## src/rtl/spi_flash_reader.sv

```systemverilog
// spi_flash_reader: single-byte read cache in front of a SPI NOR flash.
// A miss halts the bus through busy. The block then either streams the next
// byte on an open read (chip select still low), or closes the old read and
// issues a fresh 0x03 READ command. SPI mode 0, with a bit period of
// 2*DIVISOR clk cycles.
module spi_flash_reader #(
  parameter int DIVISOR = 2
) (
  input  logic        clk,
  input  logic        reset,
  input  logic [23:0] address,
  input  logic        enable,
  output logic [7:0]  data_out,
  output logic        busy,
  output logic        spi_cs,
  output logic        spi_clk,
  output logic        spi_do,
  input  logic        spi_di
);

  typedef enum logic [2:0] {IDLE, CS_GAP, CMD, READ, DONE} state_t;

  localparam logic [8:0] HALF     = 9'(DIVISOR);
  localparam logic [8:0] BIT_LAST = 9'(2 * DIVISOR - 1);

  state_t      state, state_next;
  logic [8:0]  cyc_cnt;
  logic [5:0]  bit_cnt;
  logic [31:0] tx_sh;
  logic [7:0]  rx_sh;
  logic [23:0] req_addr;
  logic [23:0] cached_addr;
  logic        valid;
  logic        hit;
  logic        seq;
  logic        bit_end;

  // The 25-bit compare stops 0xFFFFFF -> 0x000000 from counting as sequential.
  assign seq     = ({1'b0, address} == ({1'b0, cached_addr} + 25'd1));
  assign hit     = valid && (address == cached_addr) && (state == IDLE);
  assign bit_end = (cyc_cnt == BIT_LAST);

  // State register
  always_ff @(posedge clk) begin
    if (reset) state <= IDLE;
    else       state <= state_next;
  end

  // Next-state logic
  always_comb begin
    state_next = state;
    case (state)
      IDLE: begin
        if (enable && !hit) begin
          if (spi_cs)             state_next = CMD;
          else if (valid && seq)  state_next = READ;
          else                    state_next = CS_GAP;
        end
      end
      CS_GAP: if (bit_end) state_next = CMD;
      CMD:    if (bit_end && bit_cnt == 6'd31) state_next = READ;
      READ:   if (bit_end && bit_cnt == 6'd7)  state_next = DONE;
      DONE:   state_next = IDLE;
      default: state_next = IDLE;
    endcase
  end

  // Outputs: busy halts the CPU in the same cycle as a miss; SPI clock and MOSI follow the bit timer
  always_comb begin
    busy    = (enable && !hit) || (state != IDLE);
    spi_clk = ((state == CMD) || (state == READ)) && (cyc_cnt >= HALF);
    spi_do  = (state == CMD) && tx_sh[31];
  end

  // Control: bit timer, bit counter, chip select and cache valid
  always_ff @(posedge clk) begin
    if (reset) begin
      cyc_cnt     <= '0;
      bit_cnt     <= '0;
      spi_cs      <= 1'b1;
      valid       <= 1'b0;
      cached_addr <= '0;
      data_out    <= '0;
    end else begin
      if (state == CS_GAP || state == CMD || state == READ)
        cyc_cnt <= bit_end ? 9'd0 : cyc_cnt + 9'd1;
      else
        cyc_cnt <= '0;

      if (state == CMD || state == READ) begin
        if (bit_end) bit_cnt <= (state_next != state) ? 6'd0 : bit_cnt + 6'd1;
      end else begin
        bit_cnt <= '0;
      end

      // A stream keeps CS low; only a non-sequential miss on an open read raises it.
      if (state == IDLE && enable && !hit)
        spi_cs <= (state_next == CS_GAP);
      else if (state == CS_GAP && bit_end)
        spi_cs <= 1'b0;

      if (state == DONE) begin
        data_out    <= rx_sh;
        cached_addr <= req_addr;
        valid       <= 1'b1;
      end
    end
  end

  // Datapath: request latch, MOSI shifter, MISO shifter
  always_ff @(posedge clk) begin
    if (state == IDLE && enable && !hit) begin
      req_addr <= address;
      tx_sh    <= {8'h03, address};
    end else if (state == CMD && bit_end) begin
      tx_sh    <= {tx_sh[30:0], 1'b0};
    end
    // Sample MISO on the first cycle that spi_clk is high.
    if (state == READ && cyc_cnt == HALF)
      rx_sh <= {rx_sh[6:0], spi_di};
  end

endmodule

```

## config.mk

```make
export PLATFORM = sky130hd
export DESIGN_NAME = spi_flash_reader
export DESIGN_NICKNAME = d
export VERILOG_FILES = /design/src/rtl/spi_flash_reader.sv
export SDC_FILE = /design/constraint.sdc
export NUM_CORES = 1
export LEC_CHECK = 0
export CORE_MARGIN = 2
export CORE_UTILIZATION = 50
export DETAILED_ROUTE_END_ITERATION = 16
export MAX_ROUTING_LAYER = met4
export PLACE_DENSITY = 0.72
export SKIP_CTS_REPAIR_TIMING = 1
export SYNTH_ARGS = -nofsm -noshare
export SYNTH_HDL_FRONTEND = slang
export SYNTH_SLANG_ARGS = --single-unit
export TNS_END_PERCENT = 10
```

## constraint.sdc

```tcl
create_clock -name clk -period 3.3 [get_ports clk]
set_input_delay 0.99 -clock clk [delete_from_list [all_inputs] [get_ports clk]]
set_output_delay 0.99 -clock clk [all_outputs]
set_load 0.02 [all_outputs]
```

# Yosys cells after proc, flatten, opt, wreduce, memory -nomap -nowiden
# Index checks and enable logic that the tools add are counted.
# Widths: inputs -> output; s select.
# op_classes
n_addsub	3
eq_ne	12
n_reduce_logical	24
muxes	12
n_bitwise	2
magnitude_cmp	1
# op_table
cell	count
$mux 24	2
$add 24x1->25 const B	1
$eq 24x25->1	1
$eq 24x24->1	1
$eq 9x2->1 const B	2
$logic_and 1x1->1	13
$mux 3	4
$pmux 3 s4	1
$add 9x1->9 const B	1
$ge 9x2->1 const B	1
$add 6x1->6 const B	1
$eq 3x1->1 const B	2
$eq 3x2->1 const B	2
$eq 6x3->1 const B	1
$eq 6x5->1 const B	1
$mux 6	1
$logic_or 1x1->1	4
$mux 2	2
$reduce_bool 2->1	2
$eq 3x3->1 const B	1
$logic_not 3->1	1
$ne 3x3->1	1
$reduce_bool 3->1	1
$reduce_or 3->1	1
other kinds (4)	6
# totals
output_inout_bits	12
regBits	116

# Longest topological paths before layout
# logic_depth
word_depth	9
mapped_depth	9
mapped_depth_nobuf	8

# Worst setup path after synthesis
# No wires, ideal clock.
# synth_timing
path_kind	input to output
startpoint	input port address[3]
endpoint	output port busy
t_arrival_ps	2521
path_slack_ps	-211
n_path_buf	0
stages	5
required_ps	2310
cell_sequence	xor2_1 > or4_1 > or4_4 > o21ai_0 > nand2_1
# synth_via
elab_chain_cells	6
# synth_rtl
element	line	source
start: declaration	11	input logic [23:0] address,
$eq 24x24->1	40	assign hit = valid && (address == cached_addr) && (state == IDLE);
$logic_and 1x1->1 (2 in a row)	40	
$logic_not 1->1	70	busy = (enable && !hit) || (state != IDLE);
$logic_and 1x1->1	70	
$logic_or 1x1->1	70	
end: declaration	14	output logic busy,
# Every way passes these cells.

# Final worst setup path
# layout_timing
startpoint	input port address[15]
endpoint	output port busy
# Same word-level chain as after synthesis.

==> flow_summary.ini <==
[status]
status = finished with violations
violations = negative setup slack

[power]
p_leak_nw = 2.77
pwr-share-comb_pct = 10.9
switching_share_pct = 23.6
clkPwrFrac_pct = 47.0
powerDensity_nw_per_um2 = 534
internal-power_mw = 2.99
ir_drop_mv = 0.459
pwr-share-seq_pct = 42.2
switchingPower_mw = 0.923

[place]
portBuffers = 39
placed_cells = 763
hpwl_um = 9080
routabilityCongestion = 0.975

[timing]
finalSetupViolCount = 1
worst_pin_slew_ps = 1200
hold_violations = 0
fmax_ghz = 0.272
rsz0062_at_grt = yes
finalClockSkew_ps = 9.39
slew_headroom_pct = 19.7
setup_slack_ps = -373
fin_crit_sh_pct = 111
setup_tns_ps = -373
drv_slew = 0
period_needed_ps = 3670

[worst_setup_path]
worstSetupEndpointType = primary output
path_max_fanout = 3
path_cells = buf_8, xor2_2, or4b_1, or4_4, o21ai_2, nand2_2, buf_6
cp.required_ps = 2310
cpMaxStageDelayCell = or4_4
crit_arrival_ps = 2680
critPathLaunchType = input port
worstSetupPathType = input port to primary output
critPathMaxStageDelay_ps = 580

[global_routing]
grtUsageTotal_pct = 24.0
grt_pass1_wl_um = 20900
antenna_found_initial = 0
grt_max_degree = 34
grt_pass1_vias = 4258
grt_overflow = 0

[final_layout]
stdcell_count = 800
fin_nets = 679
fin_util_pct = 67.6
n_antenna_cell = 0
area_growth_pct = 31.7
final_layout_size_suffix_gt1_share_pct = 26.4

[detailed_routing]
drtPass1Iterations = 5
drt-wirelength-per-cell_um = 16.5
drt_iter0_drc = 296
wirelength_um = 13200
vias = 4463
drc = 0
ant_nets = 0
via_per_inst = 5.58

[floorplanning]
die_w_um = 110
initial_core_util_pct = 51.3
ios = 40
core_area_um2 = 10800
die_h_um = 110
die-area_um2 = 12000
rows = 38

[cts]
worstSkewPairLatency_ps = 540
cts_tree = built
numCtsBuffers = 17
root_buffer = clkbuf_8
cts_buffer_depth = 2
htreeDepth = 4
clock_sinks = 116
path_clk_slew_ps = 60

[synthesis]
synth_fp_nets = 578
synth_cell_types = 62
seq_area_frac_synth_pct = 51.8
synth-seq-cells = 116
synthArstFlopShare_pct = 0
synthCells = 546
yosys_warnings = 0
synthFlopType = dfxtp_1
synthesis.area_um2 = 5570
synth-edff-count = 56
synth_area_per_cell_um2 = 10.2

[min_path]
hold_path_class = flop to flop

[flow_run]
max_cap_violations = 0
[power groups by stage]
| stage | combinational, mW | clock, mW | sequential [mW] |
|---|---|---|---|
| after detailed placement | 0.408 | 0 | 1.68 |
| final | 0.425 | 1.84 | 1.65 |
| after floorplan | 0.211 | 0 | 1.67 |
| after global routing | 0.456 | 1.93 | 1.66 |
| after CTS | 0.411 | 1.86 | 1.65 |
| after global placement | 0.401 | 0 | 1.68 |
[state kept, by name, summed over array words and instances (netlist names)]
name and count:
tx_sh 32, cyc_cnt 9, spi_cs 1, cached_addr 24
req_addr 24, bit_cnt 6, valid 1, data_out 8
state 3, rx_sh 8
[worst max-delay path, delay by kind of cell]
family                 cells  cell delay [ps]
buffers and inverters      2              230
XOR/XNOR                   1              140
AO/OA/AOI/OAI              1              140
AND/OR/NAND/NOR            3             1180
[per-stage QoR]
step                hold slack (ps)  setup slack, ps  total power [mW]  cell area (um2)
floorplan                       426            -58.9              1.89             5590
global placement                431            -1110              2.08             6510
detailed placement              447            -1130              2.09             6510
CTS                             460            -1130              3.92             7100
global route                    470             -421              4.04             7330
finish                          457             -373              3.91             7330
[cells by family after synthesis]
family / Yosys count / synth area share, %
AOI/OAI and AO/OA: 79 / 9.04
xor gates and xnor gates: 47 / 7.40
adders and majority gates: 4 / 0.899
buffers and inverters: 34 / 3.71
DFF: 116 / 51.8
muxes: 32 / 6.27
and+or+nand+nor: 234 / 20.9
[cells in the final DEF, fill, tap and decap left out, drive strengths merged, types with 21 or more instances in the layout]
master         netlist  routed
nor2                35      35
edfxtp              56      56
xnor2               27      27
mux2                23      23
buf                 10      77
dfxtp               60      60
a21oi               42      42
nand2              103     103
clkdlybuf4s50        0      21
[metal layers]
metal  global-route usage, %  vias to the layer above  share of wire, %  wire (um)
met5                       -                        -                 0          0
met4                    10.2                        0               2.5        330
met3                    6.58                       30               5.3        699
met2                    35.7                      139                46       6080
met1                    31.0                     2135                46       6130
li1                        -                     2159                 -          -
[layout make-up]
type	instances	area, um2
multi-input cells	396	2670
repair buffers	112	997
clock buffers	17	414
flip-flops and latches	116	2880
well taps	140	175
clock inverters	15	179
inverters	4	15.0
fillers	806	3510
[cell usage after synthesis (5+ instances only)]
cell type  count  area (um2)
a21oi_1       41         205
buf_2          5        25.0
clkbuf_1      15        56.3
clkbuf_8       5        68.8
dfxtp_1       60        1200
edfxtp_1      56        1680
mux2_2        22         248
mux2i_1        9        90.1
nand2_1      103         387
nand2b_1       6        37.5
nand3_1       15        75.1
nand4_1       14        87.6
nor2_1        35         131
nor3_1        16        80.1
nor4_1         7        43.8
o21ai_0       11        55.1
or3_1          8        50.1
xnor2_1       27         236
xor2_1        20         175
[worst paths after layout]
check                                    to  slack (ps)  cells past startpoint           start
worst max-delay path                   busy        -370                      7     address[15]
worst min-delay path            data_out[6]         460                      2     data_out[6]
worst max register to register     state[1]         260                      8  cached_addr[4]
worst min register to register  data_out[6]         460                      2     data_out[6]
Power figures use the tool's default switching activity.
